===== src/rtl/decode_if.sv =====
// Handshake and decoded-field bundle between fetch, decode and execute.
// slave = decode stage view; master = upstream/downstream environment view.
interface decode_if;
    logic        in_valid;
    logic        in_ready;
    logic [31:0] in_instruction;
    logic        out_valid;
    logic        out_ready;
    logic [3:0]  alu_operation;
    logic        alu_immediate_enable;
    logic [31:0] immediate_data;
    logic [4:0]  shamt;
    logic        shamt_from_register;
    logic [4:0]  register_read_addr_a;
    logic [4:0]  register_read_addr_b;
    logic [4:0]  register_write_addr;
    logic        register_write_enable;
    logic        illegal_instruction;

    modport slave (
        input  in_valid, in_instruction, out_ready,
        output in_ready, out_valid, alu_operation, alu_immediate_enable,
               immediate_data, shamt, shamt_from_register,
               register_read_addr_a, register_read_addr_b,
               register_write_addr, register_write_enable, illegal_instruction
    );

    modport master (
        output in_valid, in_instruction, out_ready,
        input  in_ready, out_valid, alu_operation, alu_immediate_enable,
               immediate_data, shamt, shamt_from_register,
               register_read_addr_a, register_read_addr_b,
               register_write_addr, register_write_enable, illegal_instruction
    );
endinterface


===== src/rtl/decode_stage.sv =====
// RV32I OP / OP-IMM / LUI decoder with a single registered output slot
// and valid/ready handshake on both sides (full throughput, 1 cycle latency).
module decode_stage #(
    parameter bit ENABLE_LUI = 1'b1
) (
    input  logic    clk,
    input  logic    reset,
    decode_if.slave bus
);
    localparam logic [6:0] OPC_OP    = 7'b0110011;
    localparam logic [6:0] OPC_OPIMM = 7'b0010011;
    localparam logic [6:0] OPC_LUI   = 7'b0110111;

    localparam logic [3:0] ALU_ADD  = 4'b0000, ALU_SUB = 4'b0001, ALU_SLL = 4'b0010,
                           ALU_SLT  = 4'b0011, ALU_SLTU = 4'b0100, ALU_XOR = 4'b0101,
                           ALU_SRA  = 4'b0110, ALU_SRL = 4'b0111, ALU_OR  = 4'b1000,
                           ALU_AND  = 4'b1001;

    typedef struct packed {
        logic [3:0]  op;
        logic        imm_en;
        logic [31:0] imm;
        logic [4:0]  shamt;
        logic        sfr;
        logic [4:0]  ra;
        logic [4:0]  rb;
        logic [4:0]  rd;
        logic        we;
        logic        ill;
    } dec_t;

    logic        r_valid;
    dec_t        r_out;
    dec_t        w_dec;
    logic        w_legal;
    logic        w_accept;
    logic [31:0] w_instr;
    logic [2:0]  w_f3;
    logic [6:0]  w_f7;

    assign w_instr  = bus.in_instruction;
    assign w_f3     = w_instr[14:12];
    assign w_f7     = w_instr[31:25];
    assign w_accept = bus.in_valid && bus.in_ready;

    // Shared funct3 -> ALU op map for the register-register and immediate forms
    function automatic logic [3:0] f3_op(input logic [2:0] f3);
        case (f3)
            3'b000:  f3_op = ALU_ADD;
            3'b001:  f3_op = ALU_SLL;
            3'b010:  f3_op = ALU_SLT;
            3'b011:  f3_op = ALU_SLTU;
            3'b100:  f3_op = ALU_XOR;
            3'b101:  f3_op = ALU_SRL;
            3'b110:  f3_op = ALU_OR;
            default: f3_op = ALU_AND;
        endcase
    endfunction

    always_comb begin
        w_dec   = '0;
        w_legal = 1'b0;
        w_dec.ra = w_instr[19:15];
        w_dec.rb = w_instr[24:20];
        w_dec.rd = w_instr[11:7];
        case (w_instr[6:0])
            OPC_OP: begin
                if (w_f7 == 7'b0000000) begin
                    w_legal  = 1'b1;
                    w_dec.op = f3_op(w_f3);
                end else if (w_f7 == 7'b0100000 && w_f3 == 3'b000) begin
                    w_legal  = 1'b1;
                    w_dec.op = ALU_SUB;
                end else if (w_f7 == 7'b0100000 && w_f3 == 3'b101) begin
                    w_legal  = 1'b1;
                    w_dec.op = ALU_SRA;
                end
                w_dec.sfr = w_legal &&
                            (w_dec.op == ALU_SLL || w_dec.op == ALU_SRL || w_dec.op == ALU_SRA);
            end
            OPC_OPIMM: begin
                if (w_f3 == 3'b001 || w_f3 == 3'b101) begin
                    if (w_f7 == 7'b0000000) begin
                        w_legal  = 1'b1;
                        w_dec.op = f3_op(w_f3);
                    end else if (w_f7 == 7'b0100000 && w_f3 == 3'b101) begin
                        w_legal  = 1'b1;
                        w_dec.op = ALU_SRA;
                    end
                    if (w_legal) w_dec.shamt = w_instr[24:20];
                end else begin
                    w_legal  = 1'b1;
                    w_dec.op = f3_op(w_f3);
                end
                if (w_legal) begin
                    w_dec.imm_en = 1'b1;
                    w_dec.imm    = {{20{w_instr[31]}}, w_instr[31:20]};
                end
            end
            OPC_LUI: begin
                if (ENABLE_LUI) begin
                    w_legal      = 1'b1;
                    w_dec.op     = ALU_ADD;
                    w_dec.ra     = 5'd0;
                    w_dec.imm_en = 1'b1;
                    w_dec.imm    = {w_instr[31:12], 12'b0};
                end
            end
            default: ;
        endcase
        w_dec.ill = !w_legal;
        w_dec.we  = w_legal && (w_dec.rd != 5'd0);
    end

    always_ff @(posedge clk) begin
        if (reset) begin
            r_valid <= 1'b0;
            r_out   <= '0;
        end else if (w_accept) begin
            r_valid <= 1'b1;
            r_out   <= w_dec;
        end else if (bus.out_ready) begin
            r_valid <= 1'b0;
        end
    end

    assign bus.in_ready              = !reset && (!r_valid || bus.out_ready);
    assign bus.out_valid             = r_valid;
    assign bus.alu_operation         = r_out.op;
    assign bus.alu_immediate_enable  = r_out.imm_en;
    assign bus.immediate_data        = r_out.imm;
    assign bus.shamt                 = r_out.shamt;
    assign bus.shamt_from_register   = r_out.sfr;
    assign bus.register_read_addr_a  = r_out.ra;
    assign bus.register_read_addr_b  = r_out.rb;
    assign bus.register_write_addr   = r_out.rd;
    assign bus.register_write_enable = r_out.we;
    assign bus.illegal_instruction   = r_out.ill;
endmodule


===== src/flat_wrapper.sv =====
// flat-port wrapper written by rule: the top's interface ports become plain ports
module decode_stage_flat 
#(
    parameter bit ENABLE_LUI = 1'b1
)
  (clk, reset, bus_in_valid, bus_in_instruction, bus_out_ready, bus_in_ready, bus_out_valid, bus_alu_operation, bus_alu_immediate_enable, bus_immediate_data, bus_shamt, bus_shamt_from_register, bus_register_read_addr_a, bus_register_read_addr_b, bus_register_write_addr, bus_register_write_enable, bus_illegal_instruction);
  decode_if bus_i ();
  input  logic clk;
  input  logic reset;
  input wire logic [$bits(bus_i.in_valid)-1:0] bus_in_valid;
  input wire logic [$bits(bus_i.in_instruction)-1:0] bus_in_instruction;
  input wire logic [$bits(bus_i.out_ready)-1:0] bus_out_ready;
  output wire logic [$bits(bus_i.in_ready)-1:0] bus_in_ready;
  output wire logic [$bits(bus_i.out_valid)-1:0] bus_out_valid;
  output wire logic [$bits(bus_i.alu_operation)-1:0] bus_alu_operation;
  output wire logic [$bits(bus_i.alu_immediate_enable)-1:0] bus_alu_immediate_enable;
  output wire logic [$bits(bus_i.immediate_data)-1:0] bus_immediate_data;
  output wire logic [$bits(bus_i.shamt)-1:0] bus_shamt;
  output wire logic [$bits(bus_i.shamt_from_register)-1:0] bus_shamt_from_register;
  output wire logic [$bits(bus_i.register_read_addr_a)-1:0] bus_register_read_addr_a;
  output wire logic [$bits(bus_i.register_read_addr_b)-1:0] bus_register_read_addr_b;
  output wire logic [$bits(bus_i.register_write_addr)-1:0] bus_register_write_addr;
  output wire logic [$bits(bus_i.register_write_enable)-1:0] bus_register_write_enable;
  output wire logic [$bits(bus_i.illegal_instruction)-1:0] bus_illegal_instruction;
  assign bus_i.in_valid = bus_in_valid;
  assign bus_i.in_instruction = bus_in_instruction;
  assign bus_i.out_ready = bus_out_ready;
  assign bus_in_ready = bus_i.in_ready;
  assign bus_out_valid = bus_i.out_valid;
  assign bus_alu_operation = bus_i.alu_operation;
  assign bus_alu_immediate_enable = bus_i.alu_immediate_enable;
  assign bus_immediate_data = bus_i.immediate_data;
  assign bus_shamt = bus_i.shamt;
  assign bus_shamt_from_register = bus_i.shamt_from_register;
  assign bus_register_read_addr_a = bus_i.register_read_addr_a;
  assign bus_register_read_addr_b = bus_i.register_read_addr_b;
  assign bus_register_write_addr = bus_i.register_write_addr;
  assign bus_register_write_enable = bus_i.register_write_enable;
  assign bus_illegal_instruction = bus_i.illegal_instruction;
  decode_stage #(.ENABLE_LUI(ENABLE_LUI)) u_core (.clk(clk), .reset(reset), .bus(bus_i));
endmodule

===== config.mk =====
export PLATFORM = sky130hd
export DESIGN_NAME = decode_stage_flat
export DESIGN_NICKNAME = d
export VERILOG_FILES = /design/src/rtl/decode_if.sv /design/src/rtl/decode_stage.sv /design/src/flat_wrapper.sv
export SDC_FILE = /design/constraint.sdc
export NUM_CORES = 1
export LEC_CHECK = 0
export CAP_MARGIN = 10
export CORE_ASPECT_RATIO = 1.2
export CORE_MARGIN = 1
export CORE_UTILIZATION = 40
export DETAILED_ROUTE_END_ITERATION = 7
export GPL_ROUTABILITY_DRIVEN = 1
export PLACE_DENSITY = 0.74
export RECOVER_POWER = 100
export SYNTH_ARGS = -nofsm -noshare
export SYNTH_HDL_FRONTEND = slang
export SYNTH_SLANG_ARGS = --single-unit

===== constraint.sdc =====
create_clock -name clk -period 1.6 [get_ports clk]
set_input_delay 0.16 -clock clk [delete_from_list [all_inputs] [get_ports clk]]
set_output_delay 0.16 -clock clk [all_outputs]
set_load 0.02 [all_outputs]

==> flow_summary.ini <==
[status]
status = finished clean

[floorplan]
start_util = 0.415
io_pins = 98
core_mm2 = 0.00609
fp.dieH_um = 89.1
dieWidth_um = 74.6
die-area_mm2 = 0.00665
num_rows = 31

[critical_path]
crit_type = primary input to register
crit_top_cell = buf_4
crit_arrival_ns = 1.81
critical_path.max_fanout = 4
worstSetupStartpointType = primary input
path_cells = clkdlybuf4s50_1, nor4_2, buf_4, a311oi_2, nor3b_1, buf_4, a21o_1, a22o_1
reg2reg_depth = 6
critPathMaxStageDelay_ns = 0.44
cp-end-kind = register
slowest_stage = clkdlybuf4s50_1
required_ns = 1.87

[global_routing]
grt_pass1_vias = 2456
grt_util_all_layers = 0.229
grt_pass1_wl_mm = 11.6
grt-ovfl-total = 0
antenna_found_initial = 0
grt_max_degree = 49

[placement]
dp.cells = 522
dp_worst_setup_slack_ns = -0.415
io_buffer_count = 97
hpwl_mm = 5.42
gp_congestion = 0.852

[synthesis]
synth-compound-area-share = 0.176
synth_area_leaders = dfxtp_1, nand2_1, nand3_1
ys_seq_elements = 61
synth.most_common_cell = nand2_1
synth_cells = 323
synth-async-reset-ratio = 0
synth_nets = 359
netlist_area_mm2 = 0.00253
avgSynthCellArea_um2 = 7.83
ys_types = 38
ys.flop_type = dfxtp_1
synthXorXnorAreaFrac = 0.00346
yosysTopAreaCell = dfxtp_1
yosysWarnings = 0
synth_commonest_cells = nand2_1, dfxtp_1, nand3_1
synth_mux_area_frac = 0.00396
synth_top_area_frac = 0.483
synth-simple-area-share = 0.283
ys_seq_area_frac = 0.483
synth_top_family_by_area = simple AND/OR/NAND/NOR gates
synth_edf_count = 0
synth_fa_ha_area_frac = 0

[clocking]
cts.sinks = 61
h-tree-depth = 3
clock_path_buffers = 2
clockRootBuffer = clkbuf_8
cts_buffers = 9
cts_tree = done
postCtsSetupBuffers = 0
clk_pin_slew_ns = 0.06
clk_latency_ns = 0.33

[sta]
fmax_mhz = 651
layout_setup_ws_ns = 0.0632
final.setup_skew_ns = 0.00374
fin_crit_sh = 0.961
rsz0062_at_grt = true
setup_violations = 0
maxSlewHeadroom = 0.663
drv_slew = 0
worst_slew_pin_slew_ns = 0.506
final_hold_viol_count = 0
timing.final.crit_period_ns = 1.54

[final_layout]
finalNetCount = 487
stdcell_count = 537
drive_above_1_share = 0.167
antenna_cells = 0
area_growth_pct = 63.4

[worst_hold_path]
min_path_cells = 2
hp-class = primary input to register

[power]
leakage_nw = 1.73
finalPower_mw = 3.27
ir_worst_vdd_v = 0.000581
p_per_area_mw_per_mm2 = 792

[routing]
via_per_inst = 5.17
totalWireLength_mm = 7.40
drtIter0Drc = 147
ant_nets = 0
vias = 2774
drcViolationCount = 0
drtPass1Iterations = 4
wl_per_cell_um = 13.8

[job]
cap_violations = 0
==> power breakdown <==
| part | switching [mW] | internal (mW) |
|---|---|---|
| clock network | 0.564 | 0.702 |
| registers | 0.0126 | 1.55 |
| logic | 0.232 | 0.214 |
==> metrics by stage <==
| stage | utilization | hold WS, ns | cell area, um2 | setup TNS (ns) |
|---|---|---|---|---|
| finish | 0.679 | 0.0826 | 4130 | 0 |
| global route | 0.679 | 0.0816 | 4130 | -0.186 |
| CTS | 0.671 | 0.0697 | 4090 | 0 |
| detailed placement | 0.640 | 0.425 | 3900 | -13.42 |
| global placement | 0.640 | 0.413 | 3900 | -13.07 |
| floorplan | - | 0.269 | 2530 | 0 |
==> repair_timing <==
action | in CTS | in global routing
cloned | 0 | 0
pin swaps | 0 | 9
resized for setup | 3 | 14
hold buffers | 0 | 0
endpoints found under the setup margin | 7 | 32
==> sequential cells by signal, summed over array words and instances (netlist names) <==
signal and flops:
u_core.bus.alu_immediate_enable 1, u_core.bus.alu_operation 4, u_core.bus.illegal_instruction 1, u_core.bus.immediate_data 32, u_core.bus.out_valid 1, u_core.bus.register_read_addr_a 5, u_core.bus.register_read_addr_b 5, u_core.bus.register_write_addr 5
u_core.bus.register_write_enable 1, u_core.bus.shamt 5, u_core.bus.shamt_from_register 1
==> routing by layer <==
layer	up-vias	routed length [um]	GRT usage
li1	1393	-	-
met5	-	0	0
met1	1274	3210	0.295
met2	100	3680	0.376
met3	7	421	0.0530
met4	0	90	0.0772
==> cell type report <==
| type | instances | area, um2 |
|---|---|---|
| tap | 82 | 103 |
| clock buffer | 10 | 128 |
| timing repair buffer | 145 | 1390 |
| clock inverter | 5 | 52.6 |
| inverter | 3 | 11.3 |
| sequential | 61 | 1220 |
| fill | 534 | 1960 |
| multi-input combinational | 231 | 1230 |
==> path summary, 6_finish.rpt <==
check	start	end	slack [ns]
min	reset	u_core.bus.out_valid	0.08
max reg2reg	u_core.bus.out_valid	u_core.bus.immediate_data[16]	0.13
max	bus_in_instruction[25]	u_core.bus.register_write_enable	0.06
min reg2reg	u_core.bus.register_read_addr_b[1]	u_core.bus.register_read_addr_b[1]	0.45
==> layout by cell type (no fill, tap or decap), types with 3 or more instances in the layout <==
master	instances
buf_4	39
nor3_1	3
o21ai_1	4
o21ai_0	9
buf_12	4
clkdlybuf4s50_1	33
dlygate4sd3_1	56
clkbuf_8	9
clkinv_2	3
a21oi_1	33
nor2_1	13
nand2_1	71
dfxtp_1	61
a31oi_1	19
and2_1	3
nand3_1	47
dlymetal6s2s_1	6
==> worst max-delay path, delay by kind of cell <==
| family | cells | cell delay (ns) |
|---|---|---|
| AOI/OAI and AO/OA | 3 | 0.31 |
| buffers and inverters | 3 | 0.79 |
| and+or+nand+nor | 2 | 0.53 |
==> kinds of logic (layout without fill, tap and decap cells) <==
kind of cell | after synthesis | count (layout)
buffers and inverters | 31 | 163
muxes | 1 | 1
DFF | 61 | 61
AOI/OAI and AO/OA | 77 | 77
and+or+nand+nor | 152 | 152
xor gates and xnor gates | 1 | 1
Note: power is estimated with default switching activity, not from simulation.
